$ cat src/rtl/dual_fetch_queue_if.sv
// Bundles the imem fetch path, the redirect request and the dual decode
// outputs of the instruction fetch queue.
interface dual_fetch_queue_if #(
  parameter int DEPTH   = 8,
  parameter int INSTR_W = 32,
  parameter int PC_W    = 6
);
  localparam int CW = $clog2(DEPTH) + 1;

  logic [PC_W-1:0]    fetch_pc;
  logic [INSTR_W-1:0] imem_instr0;
  logic [INSTR_W-1:0] imem_instr1;
  logic               flush;
  logic [PC_W-1:0]    redirect_pc;
  logic [1:0]         pop_count;
  logic               out_valid0;
  logic               out_valid1;
  logic [INSTR_W-1:0] out_instr0;
  logic [INSTR_W-1:0] out_instr1;
  logic [PC_W-1:0]    out_pcplus1_0;
  logic [PC_W-1:0]    out_pcplus1_1;
  logic [CW-1:0]      count;

  modport slave (
    output fetch_pc,
    input  imem_instr0, imem_instr1, flush, redirect_pc, pop_count,
    output out_valid0, out_valid1, out_instr0, out_instr1,
    output out_pcplus1_0, out_pcplus1_1, count
  );

  modport master (
    input  fetch_pc,
    output imem_instr0, imem_instr1, flush, redirect_pc, pop_count,
    input  out_valid0, out_valid1, out_instr0, out_instr1,
    input  out_pcplus1_0, out_pcplus1_1, count
  );
endinterface

$ cat src/rtl/dual_fetch_queue.sv
// Dual-issue instruction fetch queue: fetches two words per cycle into a
// circular buffer and presents the two oldest entries to decode.
module dual_fetch_queue #(
  parameter int DEPTH   = 8,
  parameter int INSTR_W = 32,
  parameter int PC_W    = 6
) (
  input logic              clk,
  input logic              rst,
  dual_fetch_queue_if.slave bus
);
  localparam int AW = $clog2(DEPTH);
  localparam int CW = AW + 1;

  logic [INSTR_W-1:0] r_instr [DEPTH];
  logic [PC_W-1:0]    r_pcp   [DEPTH];
  logic [AW-1:0]      r_head;
  logic [AW-1:0]      r_tail;
  logic [CW-1:0]      r_count;
  logic [PC_W-1:0]    r_fetch_pc;

  logic [AW-1:0]      w_head1;
  logic [AW-1:0]      w_tail1;
  logic [PC_W-1:0]    w_pc_p1;
  logic [PC_W-1:0]    w_pc_p2;
  logic [1:0]         w_pop_clip;
  logic [CW-1:0]      w_pop_eff;
  logic               w_push;
  logic               w_valid0;
  logic               w_valid1;

  assign w_head1 = r_head + AW'(1);
  assign w_tail1 = r_tail + AW'(1);
  assign w_pc_p1 = r_fetch_pc + PC_W'(1);
  assign w_pc_p2 = r_fetch_pc + PC_W'(2);

  // Pop request of 3 counts as 2, and never more than what is stored.
  assign w_pop_clip = (bus.pop_count == 2'd3) ? 2'd2 : bus.pop_count;
  assign w_pop_eff  = (CW'(w_pop_clip) > r_count) ? r_count : CW'(w_pop_clip);

  // Fetch decision uses the pre-pop occupancy so pop_count never reaches fetch.
  assign w_push = !bus.flush && (r_count <= CW'(DEPTH - 2));

  always_ff @(posedge clk) begin
    if (w_push) begin
      r_instr[r_tail]  <= bus.imem_instr0;
      r_pcp[r_tail]    <= w_pc_p1;
      r_instr[w_tail1] <= bus.imem_instr1;
      r_pcp[w_tail1]   <= w_pc_p2;
    end
  end

  always_ff @(posedge clk or negedge rst) begin
    if (!rst) begin
      r_head     <= '0;
      r_tail     <= '0;
      r_count    <= '0;
      r_fetch_pc <= '0;
    end else if (bus.flush) begin
      r_head     <= '0;
      r_tail     <= '0;
      r_count    <= '0;
      r_fetch_pc <= bus.redirect_pc;
    end else begin
      if (w_push) begin
        r_tail     <= r_tail + AW'(2);
        r_fetch_pc <= r_fetch_pc + PC_W'(2);
      end
      r_head  <= r_head + w_pop_eff[AW-1:0];
      r_count <= r_count + (w_push ? CW'(2) : CW'(0)) - w_pop_eff;
    end
  end

  assign w_valid0 = (r_count != '0);
  assign w_valid1 = (r_count >= CW'(2));

  assign bus.fetch_pc      = r_fetch_pc;
  assign bus.count         = r_count;
  assign bus.out_valid0    = w_valid0;
  assign bus.out_valid1    = w_valid1;
  assign bus.out_instr0    = w_valid0 ? r_instr[r_head]  : '0;
  assign bus.out_instr1    = w_valid1 ? r_instr[w_head1] : '0;
  assign bus.out_pcplus1_0 = w_valid0 ? r_pcp[r_head]    : '0;
  assign bus.out_pcplus1_1 = w_valid1 ? r_pcp[w_head1]   : '0;
endmodule
$ cat src/flat_wrapper.sv
// flat-port wrapper written by rule: the top's interface ports become plain ports
module dual_fetch_queue_flat 
#(
  parameter int DEPTH   = 8,
  parameter int INSTR_W = 32,
  parameter int PC_W    = 6
)
  (clk, rst, bus_fetch_pc, bus_imem_instr0, bus_imem_instr1, bus_flush, bus_redirect_pc, bus_pop_count, bus_out_valid0, bus_out_valid1, bus_out_instr0, bus_out_instr1, bus_out_pcplus1_0, bus_out_pcplus1_1, bus_count);
  dual_fetch_queue_if #(.DEPTH(DEPTH), .INSTR_W(INSTR_W), .PC_W(PC_W)) bus_i ();
  input logic clk;
  input logic rst;
  output wire logic [$bits(bus_i.fetch_pc)-1:0] bus_fetch_pc;
  input wire logic [$bits(bus_i.imem_instr0)-1:0] bus_imem_instr0;
  input wire logic [$bits(bus_i.imem_instr1)-1:0] bus_imem_instr1;
  input wire logic [$bits(bus_i.flush)-1:0] bus_flush;
  input wire logic [$bits(bus_i.redirect_pc)-1:0] bus_redirect_pc;
  input wire logic [$bits(bus_i.pop_count)-1:0] bus_pop_count;
  output wire logic [$bits(bus_i.out_valid0)-1:0] bus_out_valid0;
  output wire logic [$bits(bus_i.out_valid1)-1:0] bus_out_valid1;
  output wire logic [$bits(bus_i.out_instr0)-1:0] bus_out_instr0;
  output wire logic [$bits(bus_i.out_instr1)-1:0] bus_out_instr1;
  output wire logic [$bits(bus_i.out_pcplus1_0)-1:0] bus_out_pcplus1_0;
  output wire logic [$bits(bus_i.out_pcplus1_1)-1:0] bus_out_pcplus1_1;
  output wire logic [$bits(bus_i.count)-1:0] bus_count;
  assign bus_fetch_pc = bus_i.fetch_pc;
  assign bus_i.imem_instr0 = bus_imem_instr0;
  assign bus_i.imem_instr1 = bus_imem_instr1;
  assign bus_i.flush = bus_flush;
  assign bus_i.redirect_pc = bus_redirect_pc;
  assign bus_i.pop_count = bus_pop_count;
  assign bus_out_valid0 = bus_i.out_valid0;
  assign bus_out_valid1 = bus_i.out_valid1;
  assign bus_out_instr0 = bus_i.out_instr0;
  assign bus_out_instr1 = bus_i.out_instr1;
  assign bus_out_pcplus1_0 = bus_i.out_pcplus1_0;
  assign bus_out_pcplus1_1 = bus_i.out_pcplus1_1;
  assign bus_count = bus_i.count;
  dual_fetch_queue #(.DEPTH(DEPTH), .INSTR_W(INSTR_W), .PC_W(PC_W)) u_core (.clk(clk), .rst(rst), .bus(bus_i));
endmodule
$ cat config.mk
export PLATFORM = sky130hd
export DESIGN_NAME = dual_fetch_queue_flat
export DESIGN_NICKNAME = d
export VERILOG_FILES = /design/src/rtl/dual_fetch_queue_if.sv /design/src/rtl/dual_fetch_queue.sv /design/src/flat_wrapper.sv
export SDC_FILE = /design/constraint.sdc
export NUM_CORES = 1
export LEC_CHECK = 0
export CELL_PAD_IN_SITES_DETAIL_PLACEMENT = 1
export CELL_PAD_IN_SITES_GLOBAL_PLACEMENT = 1
export CORE_MARGIN = 3
export CORE_UTILIZATION = 35
export CTS_CLUSTER_DIAMETER = 200
export CTS_CLUSTER_SIZE = 12
export DETAILED_ROUTE_END_ITERATION = 10
export GPL_TIMING_DRIVEN = 0
export PLACE_DENSITY = 0.68
export SLEW_MARGIN = 40
export SYNTH_ARGS = -nofsm -noshare
export SYNTH_HDL_FRONTEND = slang
export SYNTH_SLANG_ARGS = --single-unit
$ cat constraint.sdc
create_clock -name clk -period 4.4 [get_ports clk]
set_input_delay 0.88 -clock clk [delete_from_list [all_inputs] [get_ports clk]]
set_output_delay 0.88 -clock clk [all_outputs]
set_load 0.01 [all_outputs]
==> results.md, run 1 <==
- Average size of a mapped cell: 14.1 um^2
- CP max FO: 10
- Antenna cell count: 0
- Vias in the first global route: 13.0k
- # H-tree levels: 1
- Drt initial violations: 957
- Power, Total: approximately 15 mW
- Sink Count: roughly 320
- Synth cell types: 44
- Post-Route WL: 57.7 mm
- Area growth from synthesis to layout: 20.5%
- Sw Pwr: 5.87 mW
- Finished Layout Cells: ~2.1k
- Routed len/inst: between 20 and 30 um
- Pin count of the biggest net entering global routing: 42
- Nets: 1,539
- Power Dens Cells: 704 nW/um^2
- Fin. max-slew vios: 0
- Core area: 49,400 um^2
- RSZ-0062 raised after global routing: yes
- DP Wirelength: 38.4 mm
- Placed instance count: between 2k and 2.5k
- Final setup vio count: 0
- Power share of the combinational group: between 50 and 60%
- Initial antenna violation count: 6
- Int Pwr: roughly 9.1 mW
- Pleak: 7.13 nW
- Minimum clock period: 4.28 ns
- Post-layout util: 43.0%
- Mapped cell area: 17,600 um^2
- Initial Util: 35.7%
- CTS root buffer: clkbuf_16
- Post-synthesis cell count: 1,247
- Die Wd: 230 um
- CTS tree: done
- Post-DP Area: 20,200 um^2
- Clock buffer depth: 3
- Yosys Warn Count: 0
- Max Cap Viol: 0
- Skew-Pair Late Insertion Delay: 0.58 ns
- EDFF count, synth: 304
- Die Y: 230 um
- Sequential share of the synthesized area: 53.9%
- Worst relative slew slack: 43.0%
- Worst path arrival time: between 3 and 4 ns
- Cts bufs inserted: 30
- VDD IR max: 0.345 mV
- Layout cells sized above 1: 23.6%
- Most used DFF post-synth: edfxtp_1
- Clock Skews: 0.0201 ns
- ANT nets after route: 0
- Drt via density: 5.60
- Syn nets: between 1k and 1.5k
- Final worst path period share: 97.2%
- Fillers: 5,069
- CP Launch Type: register
- IO Port Bufs: 161
- Rows: 81
- HP Class: register to register
- Switch share: 39.3%
- Kind of end point of the critical path: output port
- First-pass GRT wire length: 85.6 mm
- Setup Total Neg Slack: 0 ns
- Die area: 53,100 um^2
- I/O pin count: 163
- Worst-Margin Slew: 0.855 ns
- Final hold violations: 0
- Clock share of power: 16.4%
- Gr usage total: 21.6%
- CTS clk-pin slew, worst paths: 0.07 ns
- Yosys reg bits: 319
- Final Instance Area: 21,200 um^2
- Drt drc: 0
- Grt ovf: 0
- Crit Path Class: register to output port
- Outcome: finished, final reports clean
- Async SR Flop Fraction: 4.70%
- Top achievable clock speed: 234 MHz
- Via count: 11.9k
- Cts hold-fix bufs: 0
- Worst Path Required: around 3.5 ns
- Routability cong.: 0.773
- Sequential power share: 28.9%
- DRT Pass-1 Iters: 5
## area by class of cell
class	instances	area (um^2)	share of cell area, %
multi-input combinational	674	6980	32.9
clock inverter	1	7.51	0.0354
sequential	319	9510	44.8
inverter	93	369	1.74
buffer	161	942	4.44
timing repair buffer	166	1730	8.17
clock buffer	55	866	4.08
tap	664	831	3.91
## worst max-delay path, stage by stage (launching register included)
cell and delay [ns]:
dfrtp_2 0.51, ha_1 0.25, xnor2_2 0.27, nand2_1 0.17, buf_2 0.28, clkbuf_2 0.32, o22ai_1 0.39, clkdlybuf4s50_1 0.61
## state kept, by name, indices dropped and copies added (netlist names)
name / count
u_core.bus.count: 4
u_core.bus.fetch_pc: 6
u_core.r_head: 3
u_core.r_instr: 256
u_core.r_pcp: 48
u_core.r_tail: 2
## power by group through the flow
stage	Combinational, mW	Sequential, mW	Clock (mW)
floorplan	4.54	4.29	0
global placement	7.91	4.39	0
detailed placement	8.07	4.37	0
CTS	8.18	4.31	2.50
global route	8.73	4.37	2.61
finish	8.17	4.32	2.46
## worst paths after layout
path,start,to,slack [ns],depth (start not counted)
worst max register to register,u_core.bus.count[1],u_core.bus.count[3],1.17,13
worst min-delay path,u_core.r_tail[2],u_core.r_tail[2],0.59,1
max in group asynchronous,rst,u_core.r_head[1],3.15,1
min in group asynchronous,rst,u_core.bus.count[1],0.74,1
worst max-delay path,u_core.r_head[1],bus_out_instr1[18],0.12,7
worst min register to register,u_core.r_tail[2],u_core.r_tail[2],0.59,1
## logic make-up after synthesis
logic type,after synthesis,synth area share [%]
flops,319,53.9
mux,286,22.6
buf+inv,254,7.24
compound gates,199,8.66
simple gates,152,5.24
fa+ha+maj,19,1.48
xor+xnor,18,0.894
## routing by layer
layer | part of all wire (%) | wire [um] | vias to the layer above | GRT usage (%)
met2 | 50 | 29100 | 378 | 37.9
met1 | 42 | 24000 | 6242 | 27.5
met3 | 5.9 | 3420 | 88 | 4.07
met4 | 2.0 | 1170 | 12 | 5.26
li1 | - | - | 5219 | -
met5 | 0.13 | 74 | - | 0
## synthesized netlist by cell type (8+ instances only)
cell	instances	area (um^2)
edfxtp_1	304	9130
mux2_2	126	1420
clkbuf_1	93	349
inv_1	92	345
nor2b_1	83	519
mux2i_1	77	771
mux4_2	76	1710
a22o_1	40	350
a2111oi_0	38	333
a211oi_1	38	285
o22ai_1	38	238
nor4_1	37	231
buf_2	27	135
a21oi_1	25	125
buf_6	25	282
ha_1	16	200
dfrtp_1	15	375
xnor2_1	13	114
nand2_1	11	41.3
buf_4	8	60.1
o21ai_0	8	40.0
## through the flow
step	hold WS (ns)	worst slack (ns)
2_1_floorplan	0.540	0.802
3_3_place_gp	0.564	-0.964
3_5_place_dp	0.584	0.285
4_1_cts	0.600	-0.00493
5_1_grt	0.643	-0.0395
6_report	0.593	0.123
## repair_timing
item                                    CTS  global route
pin swaps                                 0             0
endpoints found under the setup margin   35            20
endpoints found under the hold margin     0             0
resized for setup                        16            17
setup buffers                             0             0
## placed cells by master, fill, tap and decap left out, types with 3 or more instances in the layout
cell type	count
ha_1	16
nor2b_1	83
o22ai_1	37
a2111oi_0	38
fa_1	3
clkdlybuf4s50_1	161
nor4_2	17
buf_2	30
dfrtp_1	14
buf_12	5
nor4_1	20
xnor2_1	12
xor2_1	5
buf_16	3
clkbuf_16	31
mux2_1	7
a211oi_1	38
mux2i_1	77
clkbuf_1	110
edfxtp_1	304
o211ai_4	4
a221o_1	4
o21ai_0	8
inv_1	88
mux4_2	76
nand2_1	11
buf_6	25
buf_4	8
nand3_1	3
a21oi_1	25
mux2_2	126
clkbuf_2	6
a22o_1	40
nor2_1	7
No activity file was read; power rests on OpenSTA's default activity.
==> run 2: changes to the inputs <==
CORE_MARGIN = 2   (was 3)
DONT_BUFFER_PORTS = 1   (was unset)
PLACE_DENSITY = 0.63   (was 0.68)
==> results.md, run 2 (synthesized netlist as in run 1, its figures left out) <==
- Highest routed layer: met4
- Buf/Inv on CP: 3
- Die Wd: 228 um
- Kind of end point of the critical path: output port
- Worst Path Required: 3.52 ns
- Worst path slowest cell: nor4_1
- Clock Skews: roughly 0.011 ns
- Top Family by Delay on Critical Path: simple AND/OR/NAND/NOR gates
- First-pass GRT wire length: a little over 80 mm
- # H-tree levels: 1
- Final hold violations: 0
- Multi-input gate area: just under 7000 um^2
- Clock buffer depth: 3
- Commonest non-fill, non-tap cell in the layout: edfxtp_1
- Setup bufs post-CTS: 0
- CP Launch Type: register
- Drt drc: 0
- Post-Route M1 WL: 24.0 mm
- Final worst path period share: between 90% and 100%
- Final WS setup: between 0.2 and 0.3 ns
- Critical path, cell by cell: inv_1 > ha_1 > and3_1 > buf_2 > clkbuf_1 > nor4_1
- Max Cap Viol: 0
- Grt ovf: 0
- CTS clk-pin slew, worst paths: 0.06 ns
- Power Dens Cells: 685 nW/um^2
- Worst relative slew slack: a little over two fifths
- Pleak: 6.50 nW
- Outcome: finished, final reports clean
- Die Y: 228 um
- I/O pin count: 163
- Commonest cells after routing, fill and taps aside: 304 x edfxtp_1, 126 x mux2_2, 116 x clkbuf_1, 88 x inv_1, 83 x nor2b_1
- Pin count of the biggest net entering global routing: 63
- Fillers: just over 5k
- Worst hold slack: 0.206 ns
- Worst path arrival time: 3.27 ns
- Sink Count: 319
- Area growth from synthesis to layout: 11.0%
- FF+latch area: 9500 um^2
- Die area: around 52,000 um^2
- Via count: 11.1k
- Post-Route WL: 56.3 mm
- Crit Path Class: register to output port
- Drt via density: 5.60
- Rows: 82
- Routability cong.: 0.780
- DP Wirelength: 38.0 mm
- HP Class: input port to asynchronous set/reset pin
- Final setup vio count: 0
- Worst-Margin Slew: roughly 0.87 ns
- Cts bufs inserted: 30
- Nets: 1,379
- Fin. max-slew vios: 0
- Vias in the first global route: 12.2k
- Layout cells sized above 1: 25.4%
- VDD IR max: 0.356 mV
- Minimum clock period: 4.15 ns
- Core area: between 40,000 and 50,000 um^2
- Routed len/inst: about 28 um
- Cts hold-fix bufs: 1
- Skew-Pair Late Insertion Delay: between 0.5 and 0.6 ns
- Setup Total Neg Slack: 0 ns
- CTS resizes: 0
- Initial Util: 35.3%
- CTS tree: done
- CTS root buffer: clkbuf_16
- Drt initial violations: about 700
- Register with the most flip-flops: u_core.r_instr
- Dpl ws: roughly 0.76 ns
- Routed wl met3: between 3 and 4 mm
- DRT Pass-1 Iters: 5
- Top achievable clock speed: 241 MHz
- RSZ-0062 raised after global routing: no
- Critical path's largest stage delay: between 0.8 and 0.9 ns
- Gr usage total: 21.4%
- Total length of routed met2 wires: roughly 28 mm
- IO Port Bufs: 0
- ANT nets after route: 0
- Initial antenna violation count: 0
- Number of flip-flops in the largest register: 256
- CP max FO: 10
[run 2: changes by cell type in the layout (fill, tap and decap cells not counted), moves of 2 or more]
cell / before / now
clkdlybuf4s50_1: 161 / 0
clkbuf_1: 110 / 116
inv_8: 1 / 3
nor4_1: 20 / 26
clkbuf_2: 6 / 2
inv_6: 2 / 0
nor4_2: 17 / 12
[run 2: area by class of cell]
type	instances	area share [%]
Timing Repair Buffer	6	0.652
Multi-Input combinational cell	674	35.4
Buffer	161	4.76
Sequential cell	319	48.6
Antenna cell	1	0.0128
Tap cell	672	4.30
Clock inverter	1	0.0384
Inverter	93	1.91
Clock buffer	55	4.42
[run 2: worst register-to-register path, cell delays in order, from the launching register on]
cell and delay, ns:
dfrtp_1 0.47, inv_1 0.16, ha_1 0.33, nor2b_1 0.13, o211ai_1 0.39, nand2_1 0.10
o21ai_0 0.20, fa_1 0.50, inv_1 0.07, ha_1 0.13, inv_1 0.05, fa_1 0.42
xnor2_1 0.15, nor2_1 0.05
[run 2: final timing paths]
| kind | from | to | slack, ns | cells past startpoint |
|---|---|---|---|---|
| hold reg to reg | u_core.r_tail[2] | u_core.r_tail[2] | 0.60 | 1 |
| hold / removal | rst | u_core.bus.count[0] | 0.21 | 1 |
| setup / recovery | u_core.bus.count[3] | bus_out_instr0[15] | 0.25 | 6 |
| min in group clk | bus_redirect_pc[0] | u_core.bus.fetch_pc[0] | 0.44 | 2 |
| setup reg to reg | u_core.bus.count[1] | u_core.bus.count[3] | 1.10 | 13 |
| max in group asynchronous | rst | u_core.bus.fetch_pc[3] | 3.92 | 1 |
[run 2: layer usage]
layer | global-route usage, % | up-vias
met2 | 36.7 | 280
met4 | 6.11 | 0
met3 | 4.22 | 74
met5 | 0 | -
li1 | - | 4886
met1 | 27.4 | 5865
[run 2: power breakdown]
group	leakage [nW]	internal [mW]	switching [mW]
logic	3.12	2.49	4.12
clock network	0.411	1.31	1.16
registers	2.97	4.02	0.297
[run 2: per-stage QoR]
step	util (%)	std cells	power, mW	cell area [um^2]
finish	39.2	1982	13.4	19600
global route	39.2	1981	14.1	19600
CTS	39.1	1981	13.6	19600
detailed placement	37.4	1924	11.1	18700
global placement	37.0	1919	10.9	18500
floorplan	-	1247	8.83	17600
==> run 3: changes to the inputs <==
DONT_BUFFER_PORTS = unset   (was 1)
PLACE_DENSITY = 0.68   (was 0.63)
==> results.md, run 3 (synthesized netlist as in run 1, its figures left out) <==
- Outcome: finished, final reports clean
- Sw Pwr: roughly 5.8 mW
- Routability cong.: 0.792
- Sequential power share: 29.0%
- Pleak: 7.13 nW
- Dpl ws: 0.305 ns
- ANT nets after route: 0
- RSZ-0062 raised after global routing: yes
- VDD IR max: 0.425 mV
- CTS clk-pin slew, worst paths: about 0.07 ns
- Reg-to-Reg End: u_core.bus.count[3]
- Minimum clock period: 4.33 ns
- Reg-to-Reg Start: u_core.bus.count[1]
- CTS resizes: 11
- Sink Count: 319
- Final Instance Area: 21,200 um^2
- Gr usage total: 21.6%
- Cts bufs inserted: 30
- Multi-input gate area: approximately 6900 um^2
- Worst Path Required: 3.52 ns
- Reg2Reg Depth: 13
- Register with the most flip-flops: u_core.r_instr
- Clock share of power: 16.6%
- Int Pwr: 9.04 mW
- Post-Route WL: 57.3 mm
- Drt initial violations: 912
- Post-DP Area: 20,200 um^2
- Final WS setup: between 0.06 and 0.07 ns
- FF+latch area: 9500 um^2
- Initial Util: around a third
- Power, Total: 14.9 mW
- Area growth from synthesis to layout: 20.1%
- Top achievable clock speed: 231 MHz
- Rows: 82
- Worst relative slew slack: between 40% and 50%
- Grt ovf: 0
- Core area: 50,000 um^2
- IO Port Bufs: 161
- Setup bufs post-CTS: 0
- Vias in the first global route: 12.9k
- CP max FO: 10
- Die Wd: 228 um
- DP Wirelength: 38.0 mm
- Fin. max-slew vios: 0
- Crit Path Class: register to output port
- Worst Min Path Start: u_core.r_tail[2]
- Layout cells sized above 1: 22.9%
- CP Launch Type: register
- CTS tree: done
- Initial antenna violation count: 1
- Max Cap Viol: 0
- HP Class: register to register
- Commonest non-fill, non-tap cell in the layout: edfxtp_1
- First-pass GRT wire length: between 80 and 90 mm
- Pin count of the biggest net entering global routing: 56
- Commonest cells after routing, fill and taps aside: 304 x edfxtp_1, 161 x clkdlybuf4s50_1, 126 x mux2_2, 110 x clkbuf_1, 88 x inv_1
- Power Dens Cells: around 700 nW/um^2
- Clock Skews: about 0.014 ns
- Die area: 52,200 um^2
- Worst-Margin Slew: 0.850 ns
- Nets: 1,539
- Final hold violations: 0
- Worst-case hold path end point: u_core.r_tail[2]
- Drt drc: 0
- Switch share: 39.2%
- Reg-to-reg setup timing slack: 1.22 ns
- Final worst path period share: 98.4%
- Skew-Pair Late Insertion Delay: 0.57 ns
- Post-layout util: a little over two fifths
- Routed len/inst: 26.8 um
- Number of flip-flops in the largest register: 256
- Worst hold slack: 0.604 ns
- DRT Pass-1 Iters: 5
- Kind of end point of the critical path: output port
- I/O pin count: approximately 160
- Drt via density: 5.57
- # H-tree levels: 1
- Placed instance count: 2,085
- WHS Path Cells: 1
- Final setup vio count: 0
- Power share of the combinational group: 54.4%
- Finished Layout Cells: 2,141
- Via count: approximately 12k
- Antenna cell count: 0
- Cts hold-fix bufs: 0
- Die Y: roughly 230 um
- Clock buffer depth: 3
- Setup Total Neg Slack: 0 ns
- Fillers: approximately 5.1k
- Worst path arrival time: 3.45 ns
- CTS root buffer: clkbuf_16
==> run 3: worst max-delay path by stage <==
| stage | slack [ns] | from | endpoint |
|---|---|---|---|
| CTS | 0.002 | u_core.bus.count[3] | bus_out_instr0[3] |
| floorplan | 0.80 | bus_flush | u_core.r_pcp[5][4] |
| global placement | -0.95 | bus_flush | u_core.r_pcp[5][4] |
| finish | 0.07 | u_core.r_head[1] | bus_out_instr0[18] |
| detailed placement | 0.31 | bus_pop_count[1] | u_core.bus.count[3] |
| global route | -0.07 | u_core.r_head[1] | bus_out_instr0[18] |
==> run 3: power groups by stage <==
stage / Sequential, mW / Clock [mW] / Combinational (mW)
after floorplan: 4.29 / 0 / 4.54
after global placement: 4.38 / 0 / 7.90
after detailed placement: 4.36 / 0 / 8.05
after CTS: 4.30 / 2.50 / 8.13
after global routing: 4.36 / 2.61 / 8.62
final: 4.31 / 2.47 / 8.08
==> run 3: layout make-up <==
| class | instances | share of cell area [%] |
|---|---|---|
| Clock inverter | 1 | 0.0295 |
| Inverter | 93 | 1.74 |
| Buffer | 161 | 4.44 |
| Multi-Input combinational cell | 674 | 32.7 |
| Timing Repair Buffer | 166 | 8.19 |
| Clock buffer | 55 | 4.09 |
| Sequential cell | 319 | 44.9 |
| Tap cell | 672 | 3.97 |
==> run 3: critical path: stages (launching register included) <==
cell and delay (ns):
dfrtp_1 0.52, buf_6 0.23, nand2b_1 0.09, buf_2 0.32
clkbuf_1 0.59, a211oi_1 0.15, nor4_2 0.36, clkdlybuf4s50_1 0.62
==> run 3: per-layer routing <==
metal | part of all wire, % | vias to the layer above | track usage [%]
met5 | 0.023 | - | 0
met4 | 2.3 | 2 | 5.66
met3 | 5.3 | 101 | 2.59
met2 | 50 | 401 | 38.0
met1 | 42 | 6224 | 28.2
li1 | - | 5202 | -
